## src/rtl/arb_req_queue_pkg.sv

```systemverilog
// Shared constants and helpers for the arbiter request queue.
// The port count is fixed by the downstream 4-port arbiter.
package arb_pkg;

  localparam int NUM_PORTS = 4;
  localparam int PORT_W    = 2;

  typedef logic [PORT_W-1:0] port_idx_t;

  // True when exactly one bit of the vector is set.
  function automatic logic is_onehot(input logic [NUM_PORTS-1:0] vec);
    int count;
    count = 0;
    for (int i = 0; i < NUM_PORTS; i++) begin
      count += int'(vec[i]);
    end
    return (count == 1);
  endfunction

  // Binary index of a one-hot vector; only meaningful when the input is one-hot.
  function automatic port_idx_t onehot_to_idx(input logic [NUM_PORTS-1:0] vec);
    port_idx_t idx;
    idx = '0;
    for (int i = 0; i < NUM_PORTS; i++) begin
      if (vec[i]) begin
        idx = idx | port_idx_t'(i);
      end
    end
    return idx;
  endfunction

endpackage

```

## src/rtl/arb_req_queue_req_fifo.sv

```systemverilog
// Small per-port request FIFO with a combinational head output.
// Full and empty come from registered state only.
module req_fifo #(
  parameter int DATA_W = 8,
  parameter int DEPTH  = 2
) (
  input  logic              clock,
  input  logic              reset,
  input  logic              push,
  input  logic [DATA_W-1:0] push_data,
  input  logic              pop,
  output logic              full,
  output logic              empty,
  output logic [DATA_W-1:0] head_data
);

  localparam int PTR_W = $clog2(DEPTH);
  localparam int CNT_W = PTR_W + 1;

  logic [DATA_W-1:0] r_mem [DEPTH];
  logic [PTR_W-1:0]  r_wrPtr;
  logic [PTR_W-1:0]  r_rdPtr;
  logic [CNT_W-1:0]  r_count;

  logic w_doPush;
  logic w_doPop;

  assign full      = (r_count == CNT_W'(DEPTH));
  assign empty     = (r_count == '0);
  assign head_data = r_mem[r_rdPtr];

  // A full FIFO refuses a push even if it is popped in the same cycle.
  assign w_doPush = push && !full;
  assign w_doPop  = pop && !empty;

  always_ff @(posedge clock) begin
    if (w_doPush) begin
      r_mem[r_wrPtr] <= push_data;
    end
  end

  always_ff @(posedge clock) begin
    if (reset) begin
      r_wrPtr <= '0;
      r_rdPtr <= '0;
      r_count <= '0;
    end else begin
      if (w_doPush) begin
        r_wrPtr <= r_wrPtr + PTR_W'(1);
      end
      if (w_doPop) begin
        r_rdPtr <= r_rdPtr + PTR_W'(1);
      end
      case ({w_doPush, w_doPop})
        2'b10:   r_count <= r_count + CNT_W'(1);
        2'b01:   r_count <= r_count - CNT_W'(1);
        default: r_count <= r_count;
      endcase
    end
  end

endmodule

```

## src/rtl/arb_req_queue.sv

```systemverilog
// Per-port request buffering in front of the rotating-priority arbiter;
// pops the granted port and registers its payload with the port index.
module arb_req_queue
  import arb_pkg::*;
#(
  parameter int DATA_W = 8,
  parameter int DEPTH  = 2
) (
  input  logic                        clock,
  input  logic                        reset,
  input  logic [NUM_PORTS-1:0]        in_valid,
  input  logic [NUM_PORTS*DATA_W-1:0] in_data,
  output logic [NUM_PORTS-1:0]        in_ready,
  output logic [NUM_PORTS-1:0]        arb_req,
  output logic                        arb_en,
  input  logic [NUM_PORTS-1:0]        arb_gnt,
  output logic                        out_valid,
  output logic [DATA_W-1:0]           out_data,
  output logic [PORT_W-1:0]           out_port,
  output logic                        gnt_err
);

  logic [NUM_PORTS-1:0] w_full;
  logic [NUM_PORTS-1:0] w_empty;
  logic [NUM_PORTS-1:0] w_push;
  logic [NUM_PORTS-1:0] w_pop;
  logic [DATA_W-1:0]    w_head [NUM_PORTS];

  logic      w_gntOneHot;
  logic      w_gntLegal;
  logic      w_gntIllegal;
  port_idx_t w_gntIdx;

  logic              r_outValid;
  logic [DATA_W-1:0] r_outData;
  port_idx_t         r_outPort;
  logic              r_gntErr;

  for (genvar p = 0; p < NUM_PORTS; p++) begin : g_port
    req_fifo #(
      .DATA_W (DATA_W),
      .DEPTH  (DEPTH)
    ) u_fifo (
      .clock     (clock),
      .reset     (reset),
      .push      (w_push[p]),
      .push_data (in_data[p*DATA_W +: DATA_W]),
      .pop       (w_pop[p]),
      .full      (w_full[p]),
      .empty     (w_empty[p]),
      .head_data (w_head[p])
    );
  end

  // in_ready depends on FIFO state only, so there is no path from arb_gnt.
  assign in_ready = ~w_full;
  assign arb_req  = ~w_empty;
  assign arb_en   = |arb_req;
  assign w_push   = in_valid & in_ready;

  // A grant is honoured only when it is one-hot and names a requesting port.
  assign w_gntOneHot  = is_onehot(arb_gnt);
  assign w_gntLegal   = w_gntOneHot && |(arb_gnt & arb_req);
  assign w_gntIllegal = |arb_gnt && !w_gntLegal;
  assign w_gntIdx     = onehot_to_idx(arb_gnt);
  assign w_pop        = arb_gnt & {NUM_PORTS{w_gntLegal}};

  always_ff @(posedge clock) begin
    if (reset) begin
      r_outValid <= 1'b0;
      r_outData  <= '0;
      r_outPort  <= '0;
    end else begin
      r_outValid <= w_gntLegal;
      if (w_gntLegal) begin
        r_outData <= w_head[w_gntIdx];
        r_outPort <= w_gntIdx;
      end
    end
  end

  always_ff @(posedge clock) begin
    if (reset) begin
      r_gntErr <= 1'b0;
    end else if (w_gntIllegal) begin
      r_gntErr <= 1'b1;
    end
  end

  assign out_valid = r_outValid;
  assign out_data  = r_outData;
  assign out_port  = r_outPort;
  assign gnt_err   = r_gntErr;

endmodule
```

## config.mk

```make
export PLATFORM = sky130hd
export DESIGN_NAME = arb_req_queue
export DESIGN_NICKNAME = d
export VERILOG_FILES = /design/src/rtl/arb_req_queue_pkg.sv /design/src/rtl/arb_req_queue_req_fifo.sv /design/src/rtl/arb_req_queue.sv
export SDC_FILE = /design/constraint.sdc
export NUM_CORES = 1
export LEC_CHECK = 0
export CAP_MARGIN = 20
export CORE_UTILIZATION = 45
export CTS_CLUSTER_DIAMETER = 100
export DETAILED_ROUTE_END_ITERATION = 16
export GPL_TIMING_DRIVEN = 0
export PLACE_DENSITY_LB_ADDON = 0.25
export SYNTH_ARGS = -nofsm -noshare
export SYNTH_HDL_FRONTEND = slang
export SYNTH_SLANG_ARGS = --single-unit
```

## constraint.sdc

```tcl
create_clock -name clock -period 3.94 [get_ports clock]
set_clock_uncertainty 0.1 [all_clocks]
set_input_delay 0.394 -clock clock [delete_from_list [all_inputs] [get_ports clock]]
set_output_delay 0.394 -clock clock [all_outputs]
set_load 0.02 [all_outputs]
```

==> results of run 1 <==
[power groups by stage]
stage	combinational (mW)	sequential, mW	clock [mW]
floorplan	0.271	1.27	0
global placement	0.467	1.26	0
detailed placement	0.476	1.27	0
CTS	0.479	1.25	0.637
global route	0.517	1.26	0.675
finish	0.474	1.25	0.624
[state kept, by name, indices dropped and copies added (netlist names), named ones only]
register	count
out_port	2
g_port.u_fifo.r_mem	64
g_port.u_fifo.r_rdPtr	4
g_port.u_fifo.r_count	8
gnt_err	1
out_data	8
out_valid	1
g_port.u_fifo.r_wrPtr	4
[worst max-delay path, delay by kind of cell]
kind	cells	cell delay, ns
buffers and inverters	3	0.80
adder cells (fa/ha/maj)	4	1.26
AO/OA/AOI/OAI	1	0.15
AND/OR/NAND/NOR	3	1.01
[final cells by class]
type / instances / area (sq um) / share of cell area (%)
clock inverters: 7 / 77.57 / 1.617
repair buffers: 61 / 610.6 / 12.72
well taps: 105 / 131.4 / 2.738
multi-input cells: 167 / 1219 / 25.40
flip-flops and latches: 96 / 2562 / 53.40
clock buffers: 9 / 123.9 / 2.581
inverters: 5 / 18.77 / 0.3911
plain buffers: 10 / 55.05 / 1.147
[metrics by stage]
step	hold slack, ns	worst slack, ns
global placement	0.3599	0.2141
detailed placement	0.3624	0.1758
CTS	0.3184	0.5468
finish	0.3394	0.4964
global route	0.3447	0.3607
floorplan	0.3656	0.8715
[metal layers]
metal | GRT usage (%) | vias to the layer above | wire, um
met1 | 24.16 | 1102 | 3346
met5 | 0 | - | 0
met4 | 7.197 | 0 | 110
li1 | - | 1168 | -
met3 | 3.865 | 10 | 315
met2 | 28.86 | 63 | 3622
[kinds of logic (layout without fill, tap and decap cells)]
group	after synthesis	after routing	synth area share [%]
AO/OA/AOI/OAI	42	42	7.433
XOR/XNOR	16	16	3.635
adder cells (fa/ha/maj)	8	8	2.791
buffers and inverters	15	92	1.915
flip-flops	96	96	66.47
multiplexers	32	32	8.309
AND/OR/NAND/NOR	69	69	9.444
[path summary, 6_finish.rpt]
| check | slack [ns] | cells past startpoint | end | start |
|---|---|---|---|---|
| min reg2reg | 0.38 | 2 | out_data[4]$_SDFFE_PP0N_ | out_data[4]$_SDFFE_PP0N_ |
| max | 0.50 | 11 | g_port[1].u_fifo.r_count[1]$_SDFFE_PP0P_ | arb_gnt[1] |
| max reg2reg | 2.10 | 5 | g_port[0].u_fifo.r_count[1]$_SDFFE_PP0P_ | g_port[0].u_fifo.r_count[0]$_SDFFE_PP0P_ |
| min | 0.34 | 3 | out_port[0]$_SDFFE_PP0N_ | arb_gnt[3] |
[placed cells by master (no fill, tap or decap), types with 2 or more instances in the layout]
cell / synthesis / routed
dfxtp_1: 32 / 32
or3_1: 4 / 4
nor2_1: 26 / 26
clkinv_8: 0 / 2
and3_1: 4 / 4
clkdlybuf4s50_1: 0 / 61
inv_6: 0 / 2
inv_1: 5 / 5
o21ai_0: 8 / 8
a22oi_1: 16 / 16
buf_2: 3 / 3
edfxtp_1: 64 / 64
xnor2_1: 8 / 8
nand3_1: 8 / 8
clkbuf_8: 0 / 9
clkbuf_2: 2 / 2
or2_2: 4 / 4
nand2b_1: 12 / 12
nand2_1: 4 / 4
xor2_1: 8 / 8
ha_1: 7 / 7
a21oi_1: 13 / 13
clkbuf_1: 3 / 3
nor3b_2: 2 / 2
mux2i_1: 32 / 32
==> flow_summary_export.csv, run 1 <==
group,metric,value,unit
sta,min_period_over_period,87.40,%
global_route,grt_usage,18.09,%
logic_synthesis,synthFlopType,"edfxtp_1",
run,max-cap-violations,0,
routing,wl_per_cell,16.07,um
clocking,cts_resized,0,
power_and_ir_drop,pwr_density_cell,488.5,nW/um^2
global_route,antenna_found_initial,0,
power_and_ir_drop,seq_power_share,53.2,%
logic_synthesis,synthDominantCellAreaShare,49.85,%
routing,drc,0,
global_route,grt_pass1_wl,11780,um
logic_synthesis,synth_edf_count,64,
clocking,holdBufCountCts,0,
die,start_util,46.68,%
hold_path,hp-class,"in -> reg",
sta,fin_tns_setup,0,ns
critical_path,crit_top_cell,"ha_1",
routing,drt-pass1-iter-count,4,
clocking,clk_latency,0.36,ns
sta,finalHoldViolCount,0,
critical_path,startpoint_type,"input pin",
routing,finalWirelength,7394,um
layout,antennaDiodeCount,0,
logic_synthesis,synth.distinct_cells,34,
critical_path,slowest_stage,"clkdlybuf4s50_1",
critical_path,crit_fanout,6,
sta,slew_headroom,36.34,%
sta,min_period,3.444,ns
routing,drtAntennaViolNets,0,
power_and_ir_drop,power,2.344,mW
critical_path,end_kind,"flop",
logic_synthesis,synthTopCellsByCount,"edfxtp_1 (64), dfxtp_1 (32), mux2i_1 (32), nor2_1 (26), a22oi_1 (16)",
die,core-area,8258,sq um
logic_synthesis,synth.cell_area,3855,sq um
clocking,root_buffer,"clkbuf_8",
global_route,grt_pass1_vias,2361,
layout,finalNonFillerCells,460,
layout,fin_nets,400,
logic_synthesis,avgSynthCellArea,13.87,sq um
sta,setup_viol,0,
logic_synthesis,synth-warning-count,0,
routing,vias,2343,
global_route,grt_overflow,0,
sta,worst_slew_pin_slew,0.9476,ns
logic_synthesis,synth-seq-area-share,66.47,%
power_and_ir_drop,p_int,1.667,mW
sta,fmax,0.2904,GHz
die,dieArea,8941,sq um
clocking,cts_tree,"built",
power_and_ir_drop,peakVddDrop,0.2200,mV
layout,n_fill_cell,713,
logic_synthesis,synthArstFlopShare,0,%
placement,hpwlAfterDp,5385,um
logic_synthesis,synthesis.nets,328,
power_and_ir_drop,power_switching,0.6769,mW
run_status,outcome,"finished, final reports clean",
power_and_ir_drop,swShare,28.88,%
die,rows,33,
layout,design_area,4798,sq um
power_and_ir_drop,p_comb_share,20.2,%
sta,rsz0062_at_grt,"false",
clocking,cts.sink_count,96,
die,die_w,94.56,um
logic_synthesis,synth_cells,278,
critical_path,cp_cell_sequence,"clkdlybuf4s50_1, inv_1, fa_1, inv_1, ha_1, ha_1, or3b_4, nor2_1, ha_1, or3_1, a21oi_1",
clocking,clock_path_buffers,2,
clocking,cts_setup_buffers,0,
placement,port_buffers,61,
layout,layout-drive-gt1-share,9.859,%
placement,dpl_cell_area,4597,sq um
clocking,htreeDepth,3,
placement,place.gp.congestion,0.7689,
layout,final_util,58.11,%
routing,drtIter0Drc,103,
logic_synthesis,synth_area_leaders,"edfxtp_1 (50%), dfxtp_1 (17%), mux2i_1 (8.3%), a22oi_1 (3.1%), nor2_1 (2.5%)",
die,dieHeight,94.56,um
critical_path,critPathKind,"in -> reg",
logic_synthesis,synth_seq_cells,96,
critical_path,crit_arrival,3.62,ns
placement,dp.cells,444,
clocking,cts_buffers,9,
power_and_ir_drop,clkPwrFrac,26.6,%
layout,syn_to_final_growth,24.47,%
critical_path,required,4.12,ns
sta,slew_viol_final,0,
clocking,clkTransAtPathRegs,0.09,ns
die,ios,63,
power_and_ir_drop,p_leak,1.649,nW
logic_synthesis,yosysTopAreaCell,"edfxtp_1",
routing,vias_per_cell,5.093,
global_route,grt_max_degree,20,
logic_synthesis,synthMostInstantiatedCell,"edfxtp_1",
critical_path,cpPeakStageDelay,0.62,ns
Power figures use the tool's default switching activity.
==> inputs of run 2 (changes only) <==
--- a/config.mk
+++ b/config.mk
@@ -7,6 +7,7 @@
 export LEC_CHECK = 0
 export CAP_MARGIN = 20
 export CORE_UTILIZATION = 45
+export CTS_BUF_LIST = sky130_fd_sc_hd__clkbuf_4 sky130_fd_sc_hd__clkbuf_8 sky130_fd_sc_hd__clkbuf_16
 export CTS_CLUSTER_DIAMETER = 100
 export DETAILED_ROUTE_END_ITERATION = 16
 export GPL_TIMING_DRIVEN = 0
==> results of run 2 <==
The final DEF is identical to that of run 1; final timing and power are the same.
